==> config.mk <==
export PLATFORM = sky130hd
export DESIGN_NAME = uart_tx_drain_flat
export DESIGN_NICKNAME = d
export VERILOG_FILES = /design/src/rtl/uart_tx_drain_if.sv /design/src/rtl/uart_tx_drain.sv /design/src/flat_wrapper.sv
export SDC_FILE = /design/constraint.sdc
export NUM_CORES = 1
export LEC_CHECK = 0
export BUFFER_PORTS_ARGS = -buffer_cell sky130_fd_sc_hd__buf_4
export CORE_ASPECT_RATIO = 1.2
export CORE_MARGIN = 4
export CORE_UTILIZATION = 50
export DETAILED_ROUTE_END_ITERATION = 16
export GPL_ROUTABILITY_DRIVEN = 1
export GPL_TIMING_DRIVEN = 0
export HOLD_SLACK_MARGIN = 0.03
export PLACE_DENSITY = 0.73
export SYNTH_ARGS = -nofsm -noshare
export SYNTH_HDL_FRONTEND = slang
export SYNTH_SLANG_ARGS = --single-unit
==> constraint.sdc <==
create_clock -name tx_clk -period 1.8 [get_ports tx_clk]
set_input_delay 0.27 -clock tx_clk [delete_from_list [all_inputs] [get_ports tx_clk]]
set_output_delay 0.27 -clock tx_clk [all_outputs]
set_load 0.01 [all_outputs]
==> src/rtl/uart_tx_drain_if.sv <==
`default_nettype none
// ============================================================================
//  Module      : uart_tx_drain_if
//  Description : Bundle between the FIFO read side / config registers and the
//                UART TX drain: empty flag, read data, pop strobe, parity
//                configuration and the serial line with its busy flag.
//  Revision    : 1.0 - initial release
// ============================================================================
interface uart_tx_drain_if #(
    parameter int DATA_WIDTH = 8
);
    logic                  rempty;
    logic [DATA_WIDTH-1:0] rd_data;
    logic                  r_inc;
    logic                  par_en;
    logic                  par_typ;
    logic                  tx_out;
    logic                  busy;

    // FIFO/config side: supplies data and configuration, sees pops and the line
    modport master (
        output rempty,
        output rd_data,
        output par_en,
        output par_typ,
        input  r_inc,
        input  tx_out,
        input  busy
    );

    // Transmitter side
    modport slave (
        input  rempty,
        input  rd_data,
        input  par_en,
        input  par_typ,
        output r_inc,
        output tx_out,
        output busy
    );
endinterface
`default_nettype wire

==> src/rtl/uart_tx_drain.sv <==
`default_nettype none
// ============================================================================
//  Module      : uart_tx_drain
//  Description : UART transmitter draining an async FIFO read port. Pops one
//                word per frame with a single-cycle strobe and serialises it
//                as start, data (LSB first), optional parity, stop. One bit
//                per tx_clk cycle.
//  Revision    : 1.0 - initial release
// ============================================================================
module uart_tx_drain #(
    parameter int DATA_WIDTH = 8
) (
    input  wire logic      tx_clk,
    input  wire logic      tx_rst,
    uart_tx_drain_if.slave bus
);

    // Counter just wide enough to index the payload bits (min 1 bit).
    localparam int                 c_CNT_W    = (DATA_WIDTH > 1) ? $clog2(DATA_WIDTH) : 1;
    localparam logic [c_CNT_W-1:0] c_LAST_BIT = c_CNT_W'(DATA_WIDTH - 1);

    typedef enum logic [2:0] {
        IDLE   = 3'd0,
        START  = 3'd1,
        DATA   = 3'd2,
        PARITY = 3'd3,
        STOP   = 3'd4
    } state_t;

    state_t                r_state;
    state_t                w_state_nxt;

    logic [DATA_WIDTH-1:0] r_shift;      // bits still to be sent, LSB next
    logic [DATA_WIDTH-1:0] r_byte;       // untouched copy for parity
    logic [c_CNT_W-1:0]    r_cnt;        // index of the data bit on the line
    logic                  r_par_en;     // config frozen at the fetch edge
    logic                  r_par_typ;
    logic                  r_tx_out;
    logic                  r_busy;

    logic [DATA_WIDTH-1:0] w_shift_nxt;
    logic [c_CNT_W-1:0]    w_cnt_nxt;
    logic                  w_tx_out_nxt;
    logic                  w_busy_nxt;
    logic                  w_load;
    logic                  w_fetch;
    logic                  w_parity;

    // Pop only where a new frame may begin. Held off during reset because the
    // FIFO would advance on an edge where this block cannot capture the word.
    assign w_fetch = ~tx_rst & ~bus.rempty & ((r_state == IDLE) | (r_state == STOP));

    // Parity from the captured byte: even -> XOR, odd -> XNOR.
    assign w_parity = r_par_typ ? ~^r_byte : ^r_byte;

    // Next-state and next-output decode; outputs are registered so the line
    // changes on the same edge as the state.
    always_comb begin
        w_state_nxt  = r_state;
        w_shift_nxt  = r_shift;
        w_cnt_nxt    = r_cnt;
        w_tx_out_nxt = r_tx_out;
        w_busy_nxt   = r_busy;
        w_load       = 1'b0;

        case (r_state)
            IDLE, STOP: begin
                if (w_fetch) begin
                    // Back-to-back fetch from STOP leaves no idle gap.
                    w_state_nxt  = START;
                    w_shift_nxt  = bus.rd_data;
                    w_load       = 1'b1;
                    w_tx_out_nxt = 1'b0;
                    w_busy_nxt   = 1'b1;
                end else begin
                    w_state_nxt  = IDLE;
                    w_tx_out_nxt = 1'b1;
                    w_busy_nxt   = 1'b0;
                end
            end

            START: begin
                w_state_nxt  = DATA;
                w_tx_out_nxt = r_shift[0];
                w_shift_nxt  = r_shift >> 1;
                w_cnt_nxt    = '0;
            end

            DATA: begin
                if (r_cnt == c_LAST_BIT) begin
                    if (r_par_en) begin
                        w_state_nxt  = PARITY;
                        w_tx_out_nxt = w_parity;
                    end else begin
                        w_state_nxt  = STOP;
                        w_tx_out_nxt = 1'b1;
                    end
                end else begin
                    w_tx_out_nxt = r_shift[0];
                    w_shift_nxt  = r_shift >> 1;
                    w_cnt_nxt    = r_cnt + 1'b1;
                end
            end

            PARITY: begin
                w_state_nxt  = STOP;
                w_tx_out_nxt = 1'b1;
            end

            default: begin
                w_state_nxt  = IDLE;
                w_tx_out_nxt = 1'b1;
                w_busy_nxt   = 1'b0;
            end
        endcase
    end

    // State register; reset parks the machine in IDLE.
    always_ff @(posedge tx_clk or posedge tx_rst) begin
        if (tx_rst) begin
            r_state <= IDLE;
        end else begin
            r_state <= w_state_nxt;
        end
    end

    // Datapath and line registers; async reset forces the line idle at once.
    always_ff @(posedge tx_clk or posedge tx_rst) begin
        if (tx_rst) begin
            r_shift   <= '0;
            r_byte    <= '0;
            r_cnt     <= '0;
            r_par_en  <= 1'b0;
            r_par_typ <= 1'b0;
            r_tx_out  <= 1'b1;
            r_busy    <= 1'b0;
        end else begin
            r_shift  <= w_shift_nxt;
            r_cnt    <= w_cnt_nxt;
            r_tx_out <= w_tx_out_nxt;
            r_busy   <= w_busy_nxt;
            if (w_load) begin
                r_byte    <= bus.rd_data;
                r_par_en  <= bus.par_en;
                r_par_typ <= bus.par_typ;
            end
        end
    end

    assign bus.r_inc  = w_fetch;
    assign bus.tx_out = r_tx_out;
    assign bus.busy   = r_busy;

endmodule
`default_nettype wire

==> src/flat_wrapper.sv <==
// flat-port wrapper written by rule: the top's interface ports become plain ports
module uart_tx_drain_flat 
#(
    parameter int DATA_WIDTH = 8
)
  (tx_clk, tx_rst, bus_rempty, bus_rd_data, bus_par_en, bus_par_typ, bus_r_inc, bus_tx_out, bus_busy);
  uart_tx_drain_if #(.DATA_WIDTH(DATA_WIDTH)) bus_i ();
  input  wire logic tx_clk;
  input  wire logic tx_rst;
  input wire logic [$bits(bus_i.rempty)-1:0] bus_rempty;
  input wire logic [$bits(bus_i.rd_data)-1:0] bus_rd_data;
  input wire logic [$bits(bus_i.par_en)-1:0] bus_par_en;
  input wire logic [$bits(bus_i.par_typ)-1:0] bus_par_typ;
  output wire logic [$bits(bus_i.r_inc)-1:0] bus_r_inc;
  output wire logic [$bits(bus_i.tx_out)-1:0] bus_tx_out;
  output wire logic [$bits(bus_i.busy)-1:0] bus_busy;
  assign bus_i.rempty = bus_rempty;
  assign bus_i.rd_data = bus_rd_data;
  assign bus_i.par_en = bus_par_en;
  assign bus_i.par_typ = bus_par_typ;
  assign bus_r_inc = bus_i.r_inc;
  assign bus_tx_out = bus_i.tx_out;
  assign bus_busy = bus_i.busy;
  uart_tx_drain #(.DATA_WIDTH(DATA_WIDTH)) u_core (.tx_clk(tx_clk), .tx_rst(tx_rst), .bus(bus_i));
endmodule
==> results of run 1 <==
[final timing paths]
kind | slack [ns] | end | startpoint | depth (start not counted)
min | 0.13 | u_core.r_par_typ | bus_par_typ | 3
max | -0.02 | u_core.r_shift[6] | u_core.r_cnt[0] | 6
min reg2reg | 0.50 | u_core.r_par_typ | u_core.r_par_typ | 2
max reg2reg | -0.02 | u_core.r_shift[6] | u_core.r_cnt[0] | 6
min in group asynchronous | 0.17 | u_core.r_byte[3] | tx_rst | 2
max in group asynchronous | 1.06 | u_core.r_cnt[0] | tx_rst | 2
[synth_stat cells, types with 2 or more instances]
cell | count | area (µm²)
nand2_1 | 33 | 124
dfrtp_1 | 25 | 626
mux2_2 | 12 | 135
inv_1 | 6 | 22.5
o21ai_0 | 6 | 30.0
nor3_1 | 5 | 25.0
a21oi_1 | 4 | 20.0
mux2i_1 | 4 | 40.0
clkbuf_1 | 3 | 11.3
a22oi_1 | 2 | 15.0
ha_1 | 2 | 25.0
xnor2_1 | 2 | 17.5
xor2_1 | 2 | 17.5
[per-layer routing]
layer / share of wire / up-vias
li1: - / 488
met1: 0.40 / 464
met2: 0.53 / 17
met3: 0.036 / 8
met4: 0.033 / 0
met5: 0 / -
[cell type report]
type | instances | share of cell area
buffer | 4 | 0.0201
clock buffer | 4 | 0.0216
inverter | 7 | 0.0186
multi-input combinational | 89 | 0.391
sequential | 26 | 0.388
tap | 33 | 0.0246
timing repair buffer | 28 | 0.137
[cell usage in the layout (no fill, tap or decap), drive strengths merged]
master,instances
o21ai,6
clkinv,1
a211o,1
o211ai,1
buf,30
ha,2
or3b,1
mux2,12
clkbuf,6
nand2b,1
dfrtp,25
nand2,34
a211oi,1
nor4,1
or3,1
mux2i,4
xor3,1
xor2,2
xnor2,2
dfstp,1
nor2b,1
nor2,3
or4,1
inv,6
a21oi,5
a22oi,2
nor4bb,1
xnor3,1
nor3,5
[critical path, stage by stage (launching register included)]
cell and delay, ns:
dfrtp_1 0.41, ha_2 0.20, ha_4 0.16, or3b_4 0.41, a21oi_4 0.20, nor2_4 0.08, mux2_2 0.27
[sequential cells by signal, summed over array words and instances, names as in the netlist]
| signal | count |
|---|---|
| u_core.r_shift | 8 |
| u_core.r_par_en | 1 |
| u_core.r_byte | 8 |
| u_core.bus.busy | 1 |
| u_core.bus.tx_out | 1 |
| u_core.r_cnt | 3 |
| u_core.r_par_typ | 1 |
| u_core.r_state | 3 |
[stage by stage]
stage | setup WS (ns) | TNS (ns)
global route | -0.0852 | -0.713
finish | -0.0175 | -0.0871
CTS | -0.0231 | -0.0744
detailed placement | -0.117 | -0.754
global placement | -0.0773 | -0.510
floorplan | 0.00514 | 0
[power by group]
part | total (mW) | switching [mW] | internal (mW)
Sequential | 1.03 | 0.161 | 0.869
Combinational | 1.61 | 0.679 | 0.930
Clock | 0.290 | 0.167 | 0.124
[cell families (layout without fill, tap and decap cells)]
logic type / Yosys count / in the layout
AOI/OAI and AO/OA: 16 / 16
xor gates and xnor gates: 6 / 6
adders and majority gates: 2 / 2
buffers and inverters: 12 / 43
DFF: 26 / 26
muxes: 16 / 16
and+or+nand+nor: 48 / 49
[what timing repair did]
item | in CTS | in global routing
pin swaps | 1 | 2
setup endpoints to repair | 8 | 9
hold endpoints to repair | 0 | 0
gates cloned | 1 | 0
setup buffers | 8 | 5
gates resized for setup | 9 | 4
==> flow_summary.toml, run 1 <==
[status]
outcome = "finished, violations left"
violations = "setup timing"

[synthesis]
ys_seq_elements = 26
synth_xor_area_frac = 0.0620
netlist_instances = 126
ys_seq_area_frac = 0.497
synth_fp_nets = 141
postSynthAreaPerCell_um2 = 10.4
synth-simple-area-share = 0.168
yosys.cell_types.count = 33
yosysWarnings = 0
synth_top_family_by_area = "simple AND/OR/NAND/NOR gates"
async_flop_share = 1.00
synth_fa_ha_area_frac = 0.0191
synthMuxAreaShare = 0.134
syn_area_um2 = 1310
yosys_most_used_dff = "dfrtp_1"
synth_compound_area_frac = 0.0782
synth_edf_count = 0

[clocking]
htreeDepth = 1
cts_tree = "built"
cts_sinks = 26
clock_latency_ns = 0.32
ctsHoldBuffers = 0
clk_path_buf_depth = 2
ctsRootBufferMaster = "clkbuf_4"
cts_made_buffers = 3
clk_pin_slew_worst_paths_ns = 0.13

[die]
pin_count = 16
die_h_um = 64.1
start_util = 0.519
row_count = 20
die_width_um = 54.8
floorplan.die_area_um2 = 3510
core_area_um2 = 2530

[placed_design]
port_buffers = 15
place_area_um2 = 1470
gp_congestion = 0.841
dp_hpwl_um = 1690
numPlacedInstances = 174

[timing]
min_period_over_period = 1.01
max_freq_ghz = 0.550
period_needed_ns = 1.82
worstMarginPinSlew_ns = 0.958
rsz0062_at_grt = "true"
worst_slack_ns = -0.0175
maxSlewViolCount = 0
relSlewSlack = 0.361
hold_ws_ns = 0.131
setup_viol = 7
finClkSkew_ns = 0.00281
final_hold_viol_count = 0

[drt]
wl_um = 2540
drt_iter0_markers = 28
vias = 977
avgRoutedWirePerCell_um = 13.3
drtPass1Iterations = 4
via_per_inst = 5.12
drcViolationCount = 0
drtAntennaViolNets = 0

[cells_and_area]
fillers = 201
fin_cells = 191
multi_input_area_um2 = 657
seqCellArea_um2 = 652
drive_gt1_frac = 0.367
postLayoutCoreUtil = 0.665
synthToLayoutAreaGrowth_pct = 28.2
antennaDiodeCount = 0
fin_area_um2 = 1680
num-nets-final = 174

[global_routing]
met3_usage = 0.0373
grt_busiest_layer = "met2"
grt_pass1_wl_um = 4220
use_met2 = 0.275
grt_pass1_vias = 1027
antenna_found_initial = 0
met1_usage = 0.186
grt_max_degree = 27
grt_use_total = 0.167
grt-ovfl-total = 0

[setup_path]
cp-start-kind = "flip-flop"
arrival_ns = 2.04
crit_type = "reg -> reg"
path_max_fanout = 5
critical_path_required_ns = 2.02
end_kind = "flip-flop"

[power]
p_per_area_nw_per_um2 = 1740
peakVddDrop_uv = 918
total_power_mw = 2.93
power.leakage_nw = 0.819

[hold_path]
worstHoldPathType = "in -> reg"

[job]
drv_cap = 0
Note: power is estimated with default switching activity, not from simulation.
==> run 2: changes to the inputs <==
Settings changed: CORE_MARGIN 4 to 2, MAX_ROUTING_LAYER set to met4.
==> run 2 against run 1 <==
Net effect:
- the run still ends with setup timing left
- via count is 1.8% higher
- critical path depth shrank 1
- sequential power barely moved
- largest power group unchanged
- highest routed layer unchanged
==> flow_summary.toml, run 2 (same netlist as run 1, synthesis figures left out) <==
[status]
outcome = "finished, violations left"
violations = "setup timing"

[timing]
maxSlewViolCount = 0
max_freq_ghz = 0.552
min_period_over_period = 1.01
worstMarginPinSlew_ns = 0.967
period_needed_ns = 1.81
finClkSkew_ns = 0.00412
rsz0062_at_grt = "true"
final_hold_viol_count = 0
relSlewSlack = 0.355
worst_slack_ns = -0.0123
setup_viol = 1

[drt]
drtPass1Iterations = 4
wl_um = 2640
via_per_inst = 5.21
drt_iter0_markers = 25
vias = 995
drtAntennaViolNets = 0
drcViolationCount = 0
avgRoutedWirePerCell_um = 13.8

[setup_path]
critical_path_required_ns = 1.53
path_max_fanout = 6
cp-start-kind = "flip-flop"
end_kind = "output pin"
crit_type = "reg -> out"
arrival_ns = 1.54

[die]
die_h_um = 60.1
start_util = 0.524
floorplan.die_area_um2 = 3050
die_width_um = 50.8
pin_count = 16
row_count = 20
core_area_um2 = 2500

[cells_and_area]
num-nets-final = 174
antennaDiodeCount = 0
reg.largest.list = "u_core.r_byte x8, u_core.r_shift x8"
layout_commonest_cell = "nand2_1"
drive_gt1_frac = 0.392
final_cell_mix = "nand2_1, buf_4, dfrtp_1, mux2_2"
synthToLayoutAreaGrowth_pct = 29.8
fin_cells = 191
postLayoutCoreUtil = 0.680
fin_area_um2 = 1700

[clocking]
ctsRootBufferMaster = "clkbuf_4"
htreeDepth = 1
clk_pin_slew_worst_paths_ns = 0.14
cts_sinks = 26
clk_path_buf_depth = 2
cts_made_buffers = 3
clock_latency_ns = 0.31
cts_tree = "built"

[power]
total_power_mw = 3.07
power.leakage_nw = 0.824
p_per_area_nw_per_um2 = 1800
peakVddDrop_uv = 952

[placed_design]
numPlacedInstances = 174
place_ws_ns = -0.0974
port_buffers = 15
gp_congestion = 0.825
dp_hpwl_um = 1740
place_area_um2 = 1470

[global_routing]
antenna_found_initial = 0
grt_use_total = 0.200
grt_max_degree = 27
grt_pass1_wl_um = 4380
grt_pass1_vias = 1095
grt-ovfl-total = 0

[job]
drv_cap = 0

[hold_path]
worstHoldPathType = "in -> reg"
-- run 2: cell types whose count changed in the layout (fill, tap and decap cells not counted), sizes merged --
| cell | change |
|---|---|
| buf | +1 |
| nor2 | -1 |
| bufinv | +1 |
| clkbuf | -1 |
-- run 2: repair_timing --
item	in CTS	in global routing
setup endpoints to repair	9	10
setup buffers	8	6
hold buffers	0	0
resized for setup	12	2
pin swaps	3	4
-- run 2: power by group --
group	switching [mW]	leakage (nW)	total (mW)	internal, mW
clock	0.168	0.0279	0.393	0.225
sequential	0.159	0.321	1.03	0.868
combinational	0.733	0.475	1.64	0.911
total	1.06	0.824	3.07	2.00
-- run 2: per-stage QoR --
step / hold slack, ns / TNS, ns
final: 0.134 / -0.0123
after global routing: 0.125 / -0.257
after CTS: 0.126 / -0.132
after detailed placement: 0.466 / -0.644
after global placement: 0.463 / -0.526
after floorplan: 0.309 / 0
-- run 2: worst max-delay path, cell delays in order (launching register included) --
cell and delay (ns):
dfrtp_1 0.40, buf_6 0.12, or4_4 0.44, clkinv_4 0.07, buf_8 0.10, buf_6 0.09
-- run 2: worst paths after layout --
kind	startpoint	end	slack [ns]	cells past startpoint
max	u_core.r_state[1]	bus_r_inc	-0.01	5
min	bus_par_typ	u_core.r_par_typ	0.13	3
max reg2reg	u_core.r_cnt[0]	u_core.r_shift[6]	0	6
min reg2reg	u_core.r_par_typ	u_core.r_par_typ	0.50	2
max in group asynchronous	tx_rst	u_core.r_cnt[0]	1.05	2
min in group asynchronous	tx_rst	u_core.r_shift[1]	0.17	2
-- run 2: layout make-up --
cell class / count / area [µm²]
multi-input combinational: 88 / 669
sequential: 26 / 652
inverter: 7 / 31.3
clock inverter: 1 / 30.0
buffer: 4 / 33.8
fill: 196 / 801
clock buffer: 3 / 22.5
tap: 33 / 41.3
timing repair buffer: 29 / 221
-- run 2: routing by layer --
metal	vias up	track usage	part of all wire
li1	486	-	-
met3	4	0.0300	0.032
met5	-	-	0
met4	0	0.112	0.012
met1	485	0.217	0.41
met2	20	0.350	0.54
==> run 3: changes to the inputs <==
Settings changed: CTS_CLUSTER_DIAMETER set to 60, PLACE_DENSITY 0.73 to 0.7.
Clock period 1.8 ns to 1.75 ns, I/O delays scaled along.
==> run 3 against run 2 <==
Net effect:
- the flow still finishes with violations (setup timing)
- worst setup slack got worse by 0.035 ns
- count of clock-buffer cells in the layout unchanged
- critical path depth increased by 1
- clock power increased by 3%
- via count decreased by 3.0%
- die area unchanged
- highest routed layer unchanged
==> flow_summary.toml, run 3 (same netlist as run 1, synthesis figures left out) <==
[cells_and_area]
num-nets-final = 170
final_cell_mix = "nand2_1, dfrtp_1, buf_4, mux2_2, inv_1"
synthToLayoutAreaGrowth_pct = 25.4
reg.largest.list = "u_core.r_byte x8, u_core.r_shift x8"
fin_area_um2 = 1640
drive_gt1_frac = 0.351
layout_commonest_cell = "nand2_1"
antennaDiodeCount = 0

[timing]
worstMarginPinSlew_ns = 0.954
worst_slack_ns = -0.0472
period_needed_ns = 1.80
min_period_over_period = 1.03
setup_viol = 8
finClkSkew_ns = 0.00352
rsz0062_at_grt = "true"
maxSlewViolCount = 0
final_hold_viol_count = 0
max_freq_ghz = 0.556
relSlewSlack = 0.363

[clocking]
cts_tree = "built"
ctsHoldBuffers = 0
cts_sinks = 26
cts_made_buffers = 3
clock_latency_ns = 0.32
htreeDepth = 1
clk_path_buf_depth = 2
clk_pin_slew_worst_paths_ns = 0.14
ctsRootBufferMaster = "clkbuf_4"

[die]
start_util = 0.524
floorplan.die_area_um2 = 3050
row_count = 20
pin_count = 16
die_h_um = 60.1
die_width_um = 50.8
core_area_um2 = 2500

[placed_design]
gp_congestion = 0.807
place_ws_ns = -0.122
place_area_um2 = 1500
port_buffers = 15
dp_hpwl_um = 1650

[hold_path]
worstHoldPathType = "in -> reg"

[global_routing]
grt_max_degree = 27
grt-ovfl-total = 0
grt_pass1_wl_um = 4040
grt_use_total = 0.188
grt_pass1_vias = 949
antenna_found_initial = 0

[setup_path]
end_kind = "flip-flop"
cp-start-kind = "flip-flop"
cp_num_buf_inv = 0
cp_slowest_stage_delay_ns = 0.42
critical_path_required_ns = 1.97
arrival_ns = 2.02
crit_family = "simple AND/OR/NAND/NOR gates"
critPathSlowestCell = "dfrtp_1"
path_max_fanout = 9
path_cells = "ha_2 -> ha_4 -> or3b_4 -> a21oi_4 -> nor2_4 -> mux2_2"
crit_type = "reg -> reg"

[drt]
drtAntennaViolNets = 0
avgRoutedWirePerCell_um = 12.5
via_per_inst = 5.16
drt_iter0_markers = 14
drtPass1Iterations = 3
wl_um = 2340
vias = 965
drcViolationCount = 0

[power]
power.leakage_nw = 0.800
p_per_area_nw_per_um2 = 1810
peakVddDrop_uv = 1010

[job]
drv_cap = 0

[status]
violations = "setup timing"
outcome = "finished, violations left"
[run 3: metrics by stage]
step                cells  total power [mW]  hold slack (ns)  setup TNS [ns]   util
finish                187              2.98            0.121          -0.306  0.657
global route          187              3.21            0.107          -0.752  0.657
CTS                   186              2.99            0.113          -0.678  0.656
detailed placement    174              2.45            0.458          -0.716  0.599
global placement      174              2.41            0.456          -0.525  0.599
floorplan             126              2.18            0.302         -0.0693      -
[run 3: worst min-delay path, cell delays in order]
cell and delay (ns):
buf_4 0.08, nand2_1 0.04, nand2_1 0.04
[run 3: repair_timing]
| item | in CTS | in global routing |
|---|---|---|
| setup endpoints to repair | 8 | 11 |
| gates resized for setup | 6 | 2 |
| pin swaps | 7 | 3 |
| buffers inserted | 9 | 2 |
[run 3: layout make-up]
cell class,count,area (µm²)
fill,217,858
sequential,26,652
multi-input combinational,88,646
timing repair buffer,26,203
tap,33,41.3
inverter,7,31.3
clock inverter,1,30.0
clock buffer,3,22.5
buffer,3,18.8
[run 3: worst paths after layout]
path	from	end	slack, ns	cells past startpoint
worst max register to register	u_core.r_cnt[1]	u_core.r_shift[1]	-0.05	6
worst min-delay path	bus_par_typ	u_core.r_par_typ	0.12	3
min in group asynchronous	tx_rst	u_core.r_cnt[1]	0.16	2
max in group asynchronous	tx_rst	u_core.r_shift[5]	1.02	2
worst min register to register	u_core.r_par_typ	u_core.r_par_typ	0.49	2
worst max-delay path	u_core.r_cnt[1]	u_core.r_shift[1]	-0.05	6
[run 3: metal layers]
layer,vias to the layer above,GRT usage,wire length [µm],share of wire
li1,480,-,-,-
met1,469,0.208,995,0.43
met2,11,0.331,1250,0.54
met3,5,0.0300,47,0.020
met4,0,0.0927,44,0.019
met5,-,-,0,0
[run 3: where the power goes]
group / switching, mW / internal, mW / total, mW
logic: 0.646 / 0.872 / 1.52
registers: 0.163 / 0.893 / 1.06
clock network: 0.173 / 0.232 / 0.404
total: 0.982 / 2.00 / 2.98
